$ cat src/rtl/result_uart_tx_if.sv
// Signal bundle between the solver result and the UART result reporter.
// The solver drives Done/Error/Answer; the reporter drives Tx/Busy/Sent.
interface result_uart_tx_if #(
    parameter int unsigned ANSWER_WIDTH = 64
);
    logic                    Done;
    logic                    Error;
    logic [ANSWER_WIDTH-1:0] Answer;
    logic                    Tx;
    logic                    Busy;
    logic                    Sent;

    modport master (output Done, Error, Answer, input Tx, Busy, Sent);
    modport slave  (input Done, Error, Answer, output Tx, Busy, Sent);
endinterface

$ cat src/rtl/result_uart_tx.sv
// Captures the solver result once per reset, converts it to decimal ASCII
// and sends it as one CR/LF-terminated line over an 8N1 UART.
module result_uart_tx #(
    parameter int unsigned CLK_FREQ_HZ  = 125000000,
    parameter int unsigned BAUD         = 115200,
    parameter int unsigned ANSWER_WIDTH = 64,
    parameter int unsigned MAX_DIGITS   = 20
) (
    input logic             Clk,
    input logic             Rst_n,
    result_uart_tx_if.slave bus
);
    localparam int unsigned CLKS_PER_BIT = (CLK_FREQ_HZ + BAUD / 2) / BAUD;
    localparam int unsigned CW = $clog2(CLKS_PER_BIT + 1);
    localparam int unsigned SW = $clog2(ANSWER_WIDTH + 1);
    localparam int unsigned IW = $clog2(MAX_DIGITS + 3);
    localparam int unsigned BW = 4 * MAX_DIGITS;

    typedef enum logic [1:0] {StIdle, StConvert, StSend, StFinished} state_e;

    state_e                  state_q, state_d;
    logic [ANSWER_WIDTH-1:0] bin_q, bin_d;
    logic [BW-1:0]           bcd_q, bcd_d, bcd_shift;
    logic                    err_q, err_d;
    logic [SW-1:0]           shift_cnt_q, shift_cnt_d;
    logic [CW-1:0]           baud_cnt_q, baud_cnt_d;
    logic [3:0]              bit_idx_q, bit_idx_d;
    logic [IW-1:0]           byte_idx_q, byte_idx_d;
    logic                    tx_q, tx_d;
    logic                    busy_q, busy_d;
    logic                    sent_q, sent_d;

    logic [3:0]    nib;
    logic          carry;
    logic [IW-1:0] ndig, nib_idx, last_idx;
    logic [3:0]    digit;
    logic [7:0]    cur_byte;

    // One double-dabble step: add-3 on nibbles >= 5, then shift in the next binary bit.
    always_comb begin
        bcd_shift = '0;
        nib       = '0;
        carry     = bin_q[ANSWER_WIDTH-1];
        for (int i = 0; i < MAX_DIGITS; i++) begin
            nib = bcd_q[4*i +: 4];
            if (nib >= 4'd5) nib = nib + 4'd3;
            bcd_shift[4*i +: 4] = {nib[2:0], carry};
            carry = nib[3];
        end
    end

    // Byte currently on the wire: significant digits, then CR, then LF.
    always_comb begin
        ndig = IW'(1);
        for (int i = 1; i < MAX_DIGITS; i++) begin
            if (bcd_q[4*i +: 4] != 4'd0) ndig = IW'(i + 1);
        end
        nib_idx = ndig - IW'(1) - byte_idx_q;
        digit   = 4'd0;
        for (int i = 0; i < MAX_DIGITS; i++) begin
            if (nib_idx == IW'(i)) digit = bcd_q[4*i +: 4];
        end
        last_idx = err_q ? IW'(4) : ndig + IW'(1);
        cur_byte = 8'h0A;
        if (err_q) begin
            case (byte_idx_q)
                IW'(0):  cur_byte = 8'h45;
                IW'(1):  cur_byte = 8'h52;
                IW'(2):  cur_byte = 8'h52;
                IW'(3):  cur_byte = 8'h0D;
                default: cur_byte = 8'h0A;
            endcase
        end else if (byte_idx_q < ndig) begin
            cur_byte = {4'h3, digit};
        end else if (byte_idx_q == ndig) begin
            cur_byte = 8'h0D;
        end
    end

    always_comb begin
        state_d     = state_q;
        bin_d       = bin_q;
        bcd_d       = bcd_q;
        err_d       = err_q;
        shift_cnt_d = shift_cnt_q;
        baud_cnt_d  = baud_cnt_q;
        bit_idx_d   = bit_idx_q;
        byte_idx_d  = byte_idx_q;
        tx_d        = tx_q;
        unique case (state_q)
            StIdle: begin
                tx_d = 1'b1;
                if (bus.Done || bus.Error) begin
                    bin_d       = bus.Answer;
                    err_d       = bus.Error;
                    bcd_d       = '0;
                    shift_cnt_d = '0;
                    if (bus.Error) begin
                        state_d    = StSend;
                        tx_d       = 1'b0;
                        baud_cnt_d = '0;
                        bit_idx_d  = '0;
                        byte_idx_d = '0;
                    end else begin
                        state_d = StConvert;
                    end
                end
            end
            StConvert: begin
                bcd_d       = bcd_shift;
                bin_d       = bin_q << 1;
                shift_cnt_d = shift_cnt_q + 1'b1;
                if (shift_cnt_q == SW'(ANSWER_WIDTH - 1)) begin
                    state_d    = StSend;
                    tx_d       = 1'b0;
                    baud_cnt_d = '0;
                    bit_idx_d  = '0;
                    byte_idx_d = '0;
                end
            end
            StSend: begin
                baud_cnt_d = baud_cnt_q + 1'b1;
                if (baud_cnt_q == CW'(CLKS_PER_BIT - 1)) begin
                    baud_cnt_d = '0;
                    if (bit_idx_q == 4'd9) begin
                        if (byte_idx_q == last_idx) begin
                            state_d = StFinished;
                            tx_d    = 1'b1;
                        end else begin
                            byte_idx_d = byte_idx_q + 1'b1;
                            bit_idx_d  = '0;
                            tx_d       = 1'b0;
                        end
                    end else begin
                        bit_idx_d = bit_idx_q + 1'b1;
                        tx_d      = (bit_idx_q == 4'd8) ? 1'b1 : cur_byte[bit_idx_q[2:0]];
                    end
                end
            end
            default: tx_d = 1'b1;
        endcase
        busy_d = (state_d == StConvert) || (state_d == StSend);
        sent_d = (state_d == StFinished);
    end

    always_ff @(posedge Clk) begin
        if (!Rst_n) begin
            state_q     <= StIdle;
            bin_q       <= '0;
            bcd_q       <= '0;
            err_q       <= 1'b0;
            shift_cnt_q <= '0;
            baud_cnt_q  <= '0;
            bit_idx_q   <= '0;
            byte_idx_q  <= '0;
            tx_q        <= 1'b1;
            busy_q      <= 1'b0;
            sent_q      <= 1'b0;
        end else begin
            state_q     <= state_d;
            bin_q       <= bin_d;
            bcd_q       <= bcd_d;
            err_q       <= err_d;
            shift_cnt_q <= shift_cnt_d;
            baud_cnt_q  <= baud_cnt_d;
            bit_idx_q   <= bit_idx_d;
            byte_idx_q  <= byte_idx_d;
            tx_q        <= tx_d;
            busy_q      <= busy_d;
            sent_q      <= sent_d;
        end
    end

    assign bus.Tx   = tx_q;
    assign bus.Busy = busy_q;
    assign bus.Sent = sent_q;
endmodule
$ cat src/flat_wrapper.sv
// flat-port wrapper written by rule: the top's interface ports become plain ports
module result_uart_tx_flat 
#(
    parameter int unsigned CLK_FREQ_HZ  = 125000000,
    parameter int unsigned BAUD         = 115200,
    parameter int unsigned ANSWER_WIDTH = 64,
    parameter int unsigned MAX_DIGITS   = 20
)
  (Clk, Rst_n, bus_Done, bus_Error, bus_Answer, bus_Tx, bus_Busy, bus_Sent);
  result_uart_tx_if #(.ANSWER_WIDTH(ANSWER_WIDTH)) bus_i ();
  input logic Clk;
  input logic Rst_n;
  input wire logic [$bits(bus_i.Done)-1:0] bus_Done;
  input wire logic [$bits(bus_i.Error)-1:0] bus_Error;
  input wire logic [$bits(bus_i.Answer)-1:0] bus_Answer;
  output wire logic [$bits(bus_i.Tx)-1:0] bus_Tx;
  output wire logic [$bits(bus_i.Busy)-1:0] bus_Busy;
  output wire logic [$bits(bus_i.Sent)-1:0] bus_Sent;
  assign bus_i.Done = bus_Done;
  assign bus_i.Error = bus_Error;
  assign bus_i.Answer = bus_Answer;
  assign bus_Tx = bus_i.Tx;
  assign bus_Busy = bus_i.Busy;
  assign bus_Sent = bus_i.Sent;
  result_uart_tx #(.CLK_FREQ_HZ(CLK_FREQ_HZ), .BAUD(BAUD), .ANSWER_WIDTH(ANSWER_WIDTH), .MAX_DIGITS(MAX_DIGITS)) u_core (.Clk(Clk), .Rst_n(Rst_n), .bus(bus_i));
endmodule
$ cat config.mk
export PLATFORM = sky130hd
export DESIGN_NAME = result_uart_tx_flat
export DESIGN_NICKNAME = d
export VERILOG_FILES = /design/src/rtl/result_uart_tx_if.sv /design/src/rtl/result_uart_tx.sv /design/src/flat_wrapper.sv
export SDC_FILE = /design/constraint.sdc
export NUM_CORES = 1
export LEC_CHECK = 0
export CORE_MARGIN = 2
export CORE_UTILIZATION = 60
export CTS_CLUSTER_DIAMETER = 40
export CTS_CLUSTER_SIZE = 40
export DETAILED_ROUTE_END_ITERATION = 8
export GPL_ROUTABILITY_DRIVEN = 0
export HOLD_SLACK_MARGIN = 0.1
export PLACE_DENSITY = 0.91
export SYNTH_ARGS = -nofsm -noshare
export SYNTH_HDL_FRONTEND = slang
export SYNTH_SLANG_ARGS = --single-unit
$ cat constraint.sdc
create_clock -name Clk -period 9.45 [get_ports Clk]
set_clock_uncertainty 0.15 [all_clocks]
set_input_delay 1.4175 -clock Clk [delete_from_list [all_inputs] [get_ports Clk]]
set_output_delay 1.4175 -clock Clk [all_outputs]
set_load 0.005 [all_outputs]
==> summary.txt <==
STA
  • Setup violators final: 0
  • Slew Viols, Final: 0
  • Final Hold Viols: 0
  • RSZ-0062 raised after global routing: false
  • Fmax: 182 MHz
  • Relative slew slack: approximately 28%
  • PnR worst setup slack: 3.95 ns
  • Fin crit share: about three fifths
  • Min cycle time layout: ~5.5 ns
  • Setup TNS Final: 0 ns
  • Worst-Margin Slew: 1.08 ns
  • Final hold slack: approximately 0.35 ns

Synthesis
  • Synth top area cells: dfxtp_1 32%, ha_1 7.5%, nor2b_1 6.3%, a222oi_1 4.3%, o21ai_0 4.1%
  • Register area share after synthesis: 32.0%
  • YS warnings: 0
  • Yosys cell types: 88
  • Most frequent cell after synthesis: dfxtp_1
  • Register bit total from synthesis: 177
  • Mapped Area: 11100 um^2
  • Post-synth EDFFs: 0
  • Syn Nets: around 1400
  • Post-Syn Instances: 1315
  • Area leader, netlist: dfxtp_1
  • Syn_area_per_cell: 8.42 um^2
  • Top post-synthesis cells by count: 177 x dfxtp_1, 112 x nor2b_1, 110 x nand2_1, 91 x o21ai_0, 67 x clkbuf_1
  • Asr flop ratio synth: 0%
  • Top-area cell type share of the netlist area: between 30 and 40%
  • Top_reg_cell synth: dfxtp_1

GRT
  • Initial antenna violation count: 0
  • Grt ovf: 0
  • First-pass GRT wire length: 46800 um
  • Tot GR Track Use: ~29%
  • Largest net degree at the start of global routing: between 90 and 100
  • Vias in the first global route: 9706

Power and ir drop
  • PwrDens: 143 nW/um^2
  • VDD IR max: 0.000185 V
  • Leakage: 4.45 nW
  • Pwr Total: 0.00178 W

Route
  • DR DRC count: 0
  • Routed len/inst: between 15 and 20 um
  • Detail Route Antenna Nets: 0
  • DR iter-0 viols: 1034
  • Pre-antenna DRT Iters: 9
  • Via count: 10300
  • Final wirelength: 28200 um
  • Vias per cell: between 6 and 7

Clock network
  • CTS sink cnt: 177
  • Clk buf depth: 2
  • Htree depth: 4
  • Number of CTS-inserted buffers: 17
  • Post-CTS Resized: 0
  • Root buffer cell: clkbuf_16
  • CTS tree: yes
  • Hold-fix buffer count after cts: 0
  • Clock Latency Late Sink: 0.44 ns
  • Setup bufs post-CTS: 0
  • Clock transition at path regs: 0.08 ns

Finish
  • Ant. Diodes: 0
  • Filler cells: around 1300
  • Utilization after layout: 68.8%
  • Nets: 1462
  • Area Growth Syn to Fin: 11.9%
  • Layout cells sized above 1: 6.41%

Worst setup path
  • Crit end category: flip-flop
  • Worst Setup Path Type: reg -> reg
  • Worst endpoint required time: approximately 9.6 ns
  • CP max FO: 8
  • WP data arrival: 5.65 ns
  • Reg2Reg Launch Point: u_core.bcd_q[28]
  • Crit start category: flip-flop
  • Critical Path Start: u_core.bcd_q[28]

Placement
  • HPWL Detailed: 18800 um
  • Pre-CTS setup slack: 4.22 ns
  • Port bufs: 70

Floorplanning
  • Starting Density: between 60% and 70%
  • DIE AREA: 19600 um^2
  • Io pins: between 70 and 80
  • Row count: 49
  • Die X: about 140 um
  • Core ar.: 18000 um^2
  • Die height: between 100 and 150 um

Hold path
  • Hold Path Class: reg -> reg
  • Worst hold start: u_core.bin_q[63]

Flow run
  • Max-Cap Viols: 0

Run status
  • Status: finished, final reports clean
-- routing by layer --
layer / track usage, % / share of wire [%]
met1: 36.2 / 41
met3: 6.09 / 8.6
met5: 0 / 0
met4: 10.7 / 2.5
met2: 47.8 / 48
-- critical path, stage by stage, from the launching register on --
cell	delay (ns)
dfxtp_1	0.37
inv_1	0.12
ha_1	0.16
or3b_4	0.41
nor4b_4	0.34
o211ai_2	0.19
o21ai_0	0.31
a21oi_1	0.12
nor2_1	0.15
inv_1	0.06
ha_1	0.35
ha_1	0.30
nand2b_1	0.20
nor3_1	0.15
nand2_1	0.07
o21bai_1	0.21
a31oi_1	0.45
nand2_1	0.30
o21a_1	0.28
a211oi_1	0.25
a21oi_1	0.10
o211ai_1	0.20
nand3_1	0.10
-- registers in the layout, summed over array words and instances, names as in the netlist --
name                flops
u_core.baud_cnt_q      11
u_core.bin_q           64
u_core.err_q            1
u_core.bit_idx_q        4
u_core.bus.Tx           1
u_core.byte_idx_q       5
u_core.shift_cnt_q      7
u_core.state_q          2
u_core.bcd_q           80
u_core.bus.Sent         1
u_core.bus.Busy         1
-- final timing paths --
kind | endpoint | slack (ns) | depth (start not counted)
max | u_core.bus.Tx | 3.95 | 22
min | u_core.bin_q[63] | 0.35 | 1
max reg2reg | u_core.bus.Tx | 3.95 | 22
min reg2reg | u_core.bin_q[63] | 0.35 | 1
-- power by group --
| part | leakage [nW] | total, W | internal [W] | switching (W) |
|---|---|---|---|---|
| Combinational | 2.70 | 0.000219 | 0.0000932 | 0.000126 |
| Sequential | 1.44 | 0.000795 | 0.000773 | 0.0000216 |
| Clock | 0.310 | 0.000764 | 0.000391 | 0.000373 |
| Total | 4.45 | 0.00178 | 0.00126 | 0.000521 |
-- cell type report --
| class | instances | area (um^2) | share of cell area (%) |
|---|---|---|---|
| repair buffers | 78 | 758 | 6.12 |
| clock buffers | 17 | 425 | 3.43 |
| clock inverters | 15 | 236 | 1.91 |
| well taps | 229 | 287 | 2.31 |
| inverters | 60 | 225 | 1.82 |
| flip-flops and latches | 177 | 3540 | 28.6 |
| multi-input cells | 994 | 6920 | 55.8 |
-- stage by stage --
stage | instance area, um^2 | instances
floorplan | 11100 | 1315
CTS | 12400 | 1570
global route | 12400 | 1570
finish | 12400 | 1570
global placement | 11700 | 1538
detailed placement | 11700 | 1538
-- layout by cell type (no fill, tap or decap), types with 22 or more instances in the layout --
| cell type | instances |
|---|---|
| dfxtp_1 | 177 |
| nand3_1 | 56 |
| nor2b_1 | 112 |
| a21boi_0 | 22 |
| ha_1 | 66 |
| nor2_1 | 46 |
| xnor2_1 | 30 |
| a222oi_1 | 48 |
| inv_1 | 60 |
| a21oi_1 | 43 |
| clkdlybuf4s50_1 | 69 |
| o21ai_0 | 91 |
| nor3_1 | 31 |
| a22oi_1 | 58 |
| nand2_1 | 110 |
| nand2b_1 | 43 |
-- cell families after synthesis --
group           after synthesis  synth area share (%)
flops                       177                  32.0
buf+inv                     144                  5.62
simple gates                489                  24.2
xor+xnor                     44                  3.48
fa+ha+maj                    66                  7.46
mux                          21                  2.87
compound gates              374                  24.4
Note: power is estimated with default switching activity, not from simulation.
